### config.mk
export PLATFORM = sky130hd
export DESIGN_NAME = input_conditioner_flat
export DESIGN_NICKNAME = d
export VERILOG_FILES = /design/src/rtl/input_conditioner_if.sv /design/src/rtl/input_conditioner.sv /design/src/flat_wrapper.sv
export SDC_FILE = /design/constraint.sdc
export NUM_CORES = 1
export LEC_CHECK = 0
export ABC_AREA = 1
export CAP_MARGIN = 5
export CORE_MARGIN = 5
export CORE_UTILIZATION = 40
export CTS_CLUSTER_SIZE = 25
export DETAILED_ROUTE_END_ITERATION = 10
export DONT_BUFFER_PORTS = 1
export GPL_TIMING_DRIVEN = 0
export SYNTH_ARGS = -nofsm -noshare
export SYNTH_HDL_FRONTEND = slang
export SYNTH_SLANG_ARGS = --single-unit
### constraint.sdc
create_clock -name ADC_CLK_10 -period 1.5 [get_ports ADC_CLK_10]
set_input_delay 0.45 -clock ADC_CLK_10 [delete_from_list [all_inputs] [get_ports ADC_CLK_10]]
set_output_delay 0.45 -clock ADC_CLK_10 [all_outputs]
set_load 0.01 [all_outputs]
### src/rtl/input_conditioner_if.sv
// input_conditioner_if: raw board pins in, conditioned
// control levels and event pulses out.
interface input_conditioner_if #(
  parameter int SW_WIDTH = 10
);
  logic [SW_WIDTH-1:0] sw_raw;
  logic                key_raw;
  logic [SW_WIDTH-1:0] sw_clean;
  logic                sw_change;
  logic                key_pressed;
  logic                key_press_pulse;
  logic                key_release_pulse;
  logic                key_hold_pulse;

  modport master (
    output sw_raw,
    output key_raw,
    input  sw_clean,
    input  sw_change,
    input  key_pressed,
    input  key_press_pulse,
    input  key_release_pulse,
    input  key_hold_pulse
  );

  modport slave (
    input  sw_raw,
    input  key_raw,
    output sw_clean,
    output sw_change,
    output key_pressed,
    output key_press_pulse,
    output key_release_pulse,
    output key_hold_pulse
  );
endinterface

### src/rtl/input_conditioner.sv
// input_conditioner: synchronize and debounce switches and
// KEY[1], then derive press/hold/release event pulses.
module input_conditioner #(
  parameter int SW_WIDTH    = 10,
  parameter int DB_CYCLES   = 100000,
  parameter int HOLD_CYCLES = 10000000
) (
  input logic ADC_CLK_10,
  input logic reset_n,
  input_conditioner_if.slave bus
);

  // switch bits occupy [SW_WIDTH-1:0], the key sits on top
  localparam int N  = SW_WIDTH + 1;
  localparam int KB = SW_WIDTH;
  localparam int CW = $clog2(DB_CYCLES) + 1;
  localparam int HW = $clog2(HOLD_CYCLES) + 1;

  localparam logic [N-1:0] RST_LVL =
    {1'b1, {SW_WIDTH{1'b0}}};
  localparam logic [CW-1:0] DB_LAST =
    CW'(DB_CYCLES - 1);
  localparam logic [HW-1:0] HOLD_LAST =
    HW'(HOLD_CYCLES - 1);

  typedef enum logic [1:0] {
    IDLE,
    PRESSED,
    HELD
  } state_t;

  logic [N-1:0]  raw;
  logic [N-1:0]  sync1;
  logic [N-1:0]  sync2;
  logic [N-1:0]  clean;
  logic [N-1:0]  differ;
  logic [N-1:0]  load;
  logic [CW-1:0] cnt [N];

  logic          sw_change_q;
  logic          press_ev;
  logic          rel_ev;

  state_t        state;
  logic [HW-1:0] hold_cnt;
  logic          press_q;
  logic          rel_q;
  logic          hold_q;

  assign raw = {bus.key_raw, bus.sw_raw};

  // per-bit disagreement and terminal-count update strobes
  always_comb begin
    differ = '0;
    load   = '0;
    for (int i = 0; i < N; i++) begin
      differ[i] = sync2[i] != clean[i];
      load[i]   = differ[i] && (cnt[i] == DB_LAST);
    end
  end

  // debounced key moving to pressed (low) or released (high)
  assign press_ev = load[KB] && !sync2[KB];
  assign rel_ev   = load[KB] &&  sync2[KB];

  // two-flop synchronizer, per-bit debounce counters
  always_ff @(posedge ADC_CLK_10 or negedge reset_n) begin
    if (!reset_n) begin
      sync1       <= RST_LVL;
      sync2       <= RST_LVL;
      clean       <= RST_LVL;
      sw_change_q <= 1'b0;
      for (int i = 0; i < N; i++) begin
        cnt[i] <= '0;
      end
    end else begin
      sync1       <= raw;
      sync2       <= sync1;
      sw_change_q <= |load[SW_WIDTH-1:0];
      for (int i = 0; i < N; i++) begin
        if (!differ[i]) begin
          cnt[i] <= '0;
        end else if (load[i]) begin
          clean[i] <= sync2[i];
          cnt[i]   <= '0;
        end else begin
          cnt[i] <= cnt[i] + 1'b1;
        end
      end
    end
  end

  // press/hold/release tracker; release wins over hold
  always_ff @(posedge ADC_CLK_10 or negedge reset_n) begin
    if (!reset_n) begin
      state    <= IDLE;
      hold_cnt <= '0;
      press_q  <= 1'b0;
      rel_q    <= 1'b0;
      hold_q   <= 1'b0;
    end else begin
      press_q <= 1'b0;
      rel_q   <= 1'b0;
      hold_q  <= 1'b0;
      unique case (state)
        IDLE: begin
          if (press_ev) begin
            press_q  <= 1'b1;
            hold_cnt <= '0;
            state    <= PRESSED;
          end
        end
        PRESSED: begin
          if (rel_ev) begin
            rel_q <= 1'b1;
            state <= IDLE;
          end else if (hold_cnt == HOLD_LAST) begin
            hold_q <= 1'b1;
            state  <= HELD;
          end else begin
            hold_cnt <= hold_cnt + 1'b1;
          end
        end
        HELD: begin
          if (rel_ev) begin
            rel_q <= 1'b1;
            state <= IDLE;
          end
        end
        default: state <= IDLE;
      endcase
    end
  end

  assign bus.sw_clean          = clean[SW_WIDTH-1:0];
  assign bus.sw_change         = sw_change_q;
  assign bus.key_pressed       = ~clean[KB];
  assign bus.key_press_pulse   = press_q;
  assign bus.key_release_pulse = rel_q;
  assign bus.key_hold_pulse    = hold_q;

endmodule

### src/flat_wrapper.sv
// flat-port wrapper written by rule: the top's interface ports become plain ports
module input_conditioner_flat 
#(
  parameter int SW_WIDTH    = 10,
  parameter int DB_CYCLES   = 100000,
  parameter int HOLD_CYCLES = 10000000
)
  (ADC_CLK_10, reset_n, bus_sw_raw, bus_key_raw, bus_sw_clean, bus_sw_change, bus_key_pressed, bus_key_press_pulse, bus_key_release_pulse, bus_key_hold_pulse);
  input_conditioner_if #(.SW_WIDTH(SW_WIDTH)) bus_i ();
  input logic ADC_CLK_10;
  input logic reset_n;
  input wire logic [$bits(bus_i.sw_raw)-1:0] bus_sw_raw;
  input wire logic [$bits(bus_i.key_raw)-1:0] bus_key_raw;
  output wire logic [$bits(bus_i.sw_clean)-1:0] bus_sw_clean;
  output wire logic [$bits(bus_i.sw_change)-1:0] bus_sw_change;
  output wire logic [$bits(bus_i.key_pressed)-1:0] bus_key_pressed;
  output wire logic [$bits(bus_i.key_press_pulse)-1:0] bus_key_press_pulse;
  output wire logic [$bits(bus_i.key_release_pulse)-1:0] bus_key_release_pulse;
  output wire logic [$bits(bus_i.key_hold_pulse)-1:0] bus_key_hold_pulse;
  assign bus_i.sw_raw = bus_sw_raw;
  assign bus_i.key_raw = bus_key_raw;
  assign bus_sw_clean = bus_i.sw_clean;
  assign bus_sw_change = bus_i.sw_change;
  assign bus_key_pressed = bus_i.key_pressed;
  assign bus_key_press_pulse = bus_i.key_press_pulse;
  assign bus_key_release_pulse = bus_i.key_release_pulse;
  assign bus_key_hold_pulse = bus_i.key_hold_pulse;
  input_conditioner #(.SW_WIDTH(SW_WIDTH), .DB_CYCLES(DB_CYCLES), .HOLD_CYCLES(HOLD_CYCLES)) u_core (.ADC_CLK_10(ADC_CLK_10), .reset_n(reset_n), .bus(bus_i));
endmodule
Word-level counts from Yosys, hierarchy flattened --
Index checks and enable logic that the tools add are counted.
Cells by class: add/subtract/negate cells 12, bitwise gates (word level) 1, equal/unequal tests 30, muxes and demuxes 38, reduce and logical (&&, ||, !) cells 31
Operators by type and width (count):
- 18-bit 2-to-1 mux | 22
- 18-bit by 1-bit adder with 18-bit output (second input constant) | 11
- 18-bit by 17-bit equality test with 1-bit output (second input constant) | 11
- 25-bit 2-to-1 mux | 3
- 25-bit case mux with 2 select lines | 1
- 25-bit by 1-bit adder with 25-bit output (second input constant) | 1
- 25-bit by 24-bit equality test with 1-bit output (second input constant) | 1
- 2-bit AND reduction | 11
- 1-bit logical AND | 13
- 1-bit != test | 11
- 10-bit OR reduction | 1
- 2-bit 2-to-1 mux | 4
- 1-bit 2-to-1 mux | 7
- 2-bit case mux with 3 select lines | 1
- 2-bit by 1-bit != test with 1-bit output (second input constant) | 2
- 2-bit != test (second input constant) | 2
- 4-bit AND reduction | 1
- 3-bit by 1-bit != test with 1-bit output (second input constant) | 1
- 3-bit AND reduction | 1
- 2-bit by 1-bit equality test with 1-bit output (second input constant) | 1
- 2-bit equality test (second input constant) | 1
- 2-bit logical NOT | 1
- 2-bit nonzero test | 1
- 2-bit OR reduction | 1
- other kinds (2) | 2
Storage, ports and cells: register bits after elaboration 262, output and inout port bits 15

Depth between registers and ports, before layout --
depth in word-level cells 5, mapped depth 12

Worst setup path after synthesis --
Ideal clock, no wire load.
kind register to register, from reg u_core.cnt[0] in the netlist's numbering, to reg u_core.hold_cnt[17], arrival time 1570 ps, cell stages (with the launch flop) 11, slack -187 ps, period minus slack after synthesis 1687 ps, library setup time 117 ps, cells stage by stage dfrtp_1 -> ha_1 -> nand3_1 -> inv_2 -> nand2_1 -> nor2_2 -> nand4_2 -> buf_4 -> buf_6 -> nand3_1 -> nand2_1
Between the ends: longest elaborated chain between the ends 5, elaborated cells on any way between the ends 7
Ends and longest elaborated chain:
- start, declared | RTL line input_conditioner.sv:38 | logic [CW-1:0] cnt [N];
- start signal, assigned by index | RTL line input_conditioner.sv:87 | cnt[i] <= cnt[i] + 1'b1;
- 18-bit by 17-bit equality test with 1-bit output (*) | RTL line input_conditioner.sv:58 | load[i] = differ[i] && (cnt[i] == DB_LAST);
- 1-bit logical AND (*) | RTL line input_conditioner.sv:58
- 1-bit logical AND, on equally long branches | RTL line input_conditioner.sv:64, input_conditioner.sv:63
- 2-bit != test (no source line) / 2-bit by 1-bit != test with 1-bit output (equally long branches)
- 4-bit AND reduction (no source line) (*)
- end signal, assigned | RTL line input_conditioner.sv:121 | hold_cnt <= hold_cnt + 1'b1;
- end, declared | RTL line input_conditioner.sv:45 | logic [HW-1:0] hold_cnt;
Mark *: on every way between the ends. The rest lies on a longest branch, timed or not. A chain may end at the register's enable or synchronous reset.

Final worst setup path --
from reg u_core.cnt[1] in the netlist's numbering, to reg u_core.hold_cnt[18]
Same word-level chain as after synthesis.

==> results.cfg <==
[status]
status = finished with violations
violations = hold timing, setup timing

[clocking]
clock-sinks = 262
clock_latency_ns = 0.57
cts.htree.levels = 1
cts_tree = built
cts-buffers-inserted = 30
post_cts_hold_buffer_count = 11
clk_pin_slew_ns = 0.06
cts.path.max_buffers = 3
root_buffer = clkbuf_16

[routing]
wl_per_cell_um = 14.0
drc = 0
dr.pass1.iters = 5
drt_first_iter_violations = 746
m1WireLength_um = 15600
dr_total_vias = 12700
highest-signal-layer = met4
wl_met2_um = 17100
viasPerCell = 5.02
ant_nets = 0
finalWirelength_um = 35300
met3WireLength_um = 1440

[finish]
utilization_pct = 55.4
stdcell_count = 2523
layout.nets = 2074
layout-drive-gt1-share_pct = 31.8
area_growth_pct = 37.0
diodes = 0
fillers = 3056

[setup_path]
cpPeakStageDelay_ns = 0.41
cp_cell_sequence = ha_4, nand3_4, inv_4, nand2_4, nor2_4, nand3_4, nand2_4, nand3_4, clkbuf_16, nand2_2, nand2_1
critPathKind = flop to flop
cp_common_cell = nand3_4
worstSetupStartpointType = flop
cp_slowest_cell = dfrtp_1
required_ns = 1.96
cp-end-kind = flop
arrival_ns = 2.16
critPathMaxFanout = 6

[global_routing]
grt_pass1_wl_um = 55900
grt_pass1_vias = 12200
grtUsageTotal_pct = 16.7
grt_max_degree = 263
antenna_found_initial = 0
grt_overflow_total = 0

[logic_synthesis]
ys_seq_area_share_pct = 47.1
synth_nets = 1825
ys_types = 45
ys_ff_latch = 262
synth_warnings = 0
syn-cell-area_um2 = 13900
avgSynthCellArea_um2 = 7.75
synthCells = 1797

[placement]
routabilityCongestion = 0.902
place_inst = 2252
portBuffers = 0
detailed_place_hpwl_um = 20700

[pwr]
swShare_pct = 22.4
p_per_area_nw_per_um2 = 780
p_sw_mw = 3.34
comb_power_share_pct = 4.6
leakagePower_nw = 8.56
totalPowerFinal_mw = 14.9
pwr-share-seq_pct = 48.9
vdd_drop_max_v = 0.000842
power_frac_clock_pct = 46.5
p_int_mw = 11.5

[sta]
fmax_mhz = 588
finClkSkew_ns = 0.0105
relSlewSlack_pct = 64.3
tightest_slew_ns = 0.536
finalCriticalPeriod_ns = 1.70
rsz0062_at_grt = yes
post-route-period-util_pct = 113
timing.final.ws_setup_ns = -0.200
final_hold_viol_count = 262
finalMaxSlewViolations = 0
whs_ns = -0.414
fin_setup_tns_ns = -10.09
finalSetupViolations = 108

[floorplanning]
rows = 68
die_h_um = 197
initial_utilization_pct = 40.4
die-area_um2 = 38700
coreArea_um2 = 34500
die_w_um = 197
io_pins = 28

[flow_run]
cap_violations = 0

[hold_path]
min-delay-path-class = input pin to asynchronous set/reset pin
registers in the layout, indices dropped and copies added, names as in the netlist:
register and flops:
u_core.bus.sw_change 1, u_core.cnt 198, u_core.bus.key_press_pulse 1, u_core.bus.key_hold_pulse 1, u_core.bus.key_release_pulse 1, u_core.sync2 11
u_core.hold_cnt 25, u_core.state 2, u_core.sync1 11, u_core.clean 11
what timing repair did:
action | in CTS | in global routing
pin swaps | 81 | 149
gates resized for setup | 220 | 283
endpoints found under the hold margin | 273 | 262
endpoints found under the setup margin | 184 | 189
cloned | 5 | 7
setup buffers | 107 | 92
power groups by stage:
stage          Clock, mW  Combinational, mW  Sequential (mW)
2_1_floorplan          0              0.217             7.37
3_3_place_gp           0              0.274             7.39
3_5_place_dp           0              0.277             7.39
4_1_cts             7.16              0.483             7.26
5_1_grt             7.43              0.752             7.29
6_report            6.92              0.687             7.28
placed cells by master, fill, tap and decap left out, drive strengths merged, types with 8 or more instances in the layout:
cell | synthesis | layout
clkinv | 1 | 9
ha | 15 | 15
xnor2 | 15 | 15
dlygate4sd3 | 0 | 11
nor2 | 368 | 368
nor3 | 99 | 99
buf | 21 | 222
nand4 | 58 | 58
a31oi | 10 | 10
nand3 | 115 | 115
nor3b | 28 | 28
xor2 | 79 | 79
dfrtp | 259 | 259
inv | 238 | 238
nor4 | 8 | 8
o21ai | 31 | 31
a21oi | 35 | 35
nand2 | 374 | 377
clkbuf | 3 | 51
cells in the mapped netlist, drive strengths merged:
master	n	share of area, %
a211oi	7	0.38
a21o	1	0.054
a21oi	35	1.3
a221oi	1	0.063
a31o	2	0.13
a31oi	10	0.45
and3	2	0.090
and3b	3	0.19
buf	21	1.1
clkbuf	3	0.090
clkinv	1	0.027
dfrtp	259	47
dfstp	3	0.57
ha	15	1.3
inv	238	6.4
mux2	1	0.081
nand2	374	10
nand3	115	4.3
nand3b	6	0.32
nand4	58	2.6
nor2	368	10
nor3	99	3.6
nor3b	28	1.7
nor4	8	0.36
o21a	7	0.38
o21ai	31	1.1
o21bai	4	0.22
or2	3	0.13
xnor2	15	0.94
xor2	79	5.0
critical path, delay by kind of cell, from the launching register on:
kind                     cells  cell delay [ns]
AND/OR/NAND/NOR              8             0.71
buffers and inverters        2             0.29
flip-flops                   1             0.41
adder cells (fa/ha/maj)      1             0.17
per-layer routing:
metal	global-route usage [%]	vias up
met5	0	-
met4	5.88	0
met3	2.92	85
met2	27.8	260
met1	22.0	6070
li1	-	6244
through the flow:
| stage | setup WS, ns | cell area (um2) |
|---|---|---|
| CTS | -0.171 | 17300 |
| finish | -0.200 | 19100 |
| global route | -0.296 | 19100 |
| floorplan | -0.0948 | 14000 |
| global placement | -0.430 | 14600 |
| detailed placement | -0.455 | 14600 |
final cells by class:
type	count	area, um2	area share [%]
Multi-Input combinational cell	1275	8000	41.9
Sequential cell	262	6580	34.5
Timing Repair Buffer	214	1810	9.50
Inverter	239	920	4.82
Clock buffer	46	881	4.62
Tap cell	455	569	2.98
Buffer	24	262	1.37
Clock inverter	8	55.1	0.289
cells by family after synthesis:
group | share of synthesized area, %
AOI/OAI and AO/OA | 4.03
muxes | 0.0808
and+or+nand+nor | 33.9
DFF | 47.1
adders and majority gates | 1.35
buffers and inverters | 7.64
xor gates and xnor gates | 5.91
final timing paths:
| path | startpoint | to | slack, ns | cells after the start |
|---|---|---|---|---|
| max in group asynchronous | reset_n | u_core.clean[4]$_DFFE_PN0P_ | 1.44 | 0 |
| setup / recovery | u_core.cnt[1]$_DFF_PN0_ | u_core.hold_cnt[18]$_DFFE_PN0P_ | -0.20 | 11 |
| hold reg to reg | u_core.sync1[7]$_DFF_PN0_ | u_core.sync2[7]$_DFF_PN0_ | 0.35 | 0 |
| hold / removal | reset_n | u_core.cnt[165]$_DFF_PN0_ | -0.41 | 0 |
| setup reg to reg | u_core.cnt[1]$_DFF_PN0_ | u_core.hold_cnt[18]$_DFFE_PN0P_ | -0.20 | 11 |
| min in group ADC_CLK_10 | u_core.sync1[7]$_DFF_PN0_ | u_core.sync2[7]$_DFF_PN0_ | 0.35 | 0 |
Note: power is estimated with default switching activity, not from simulation.
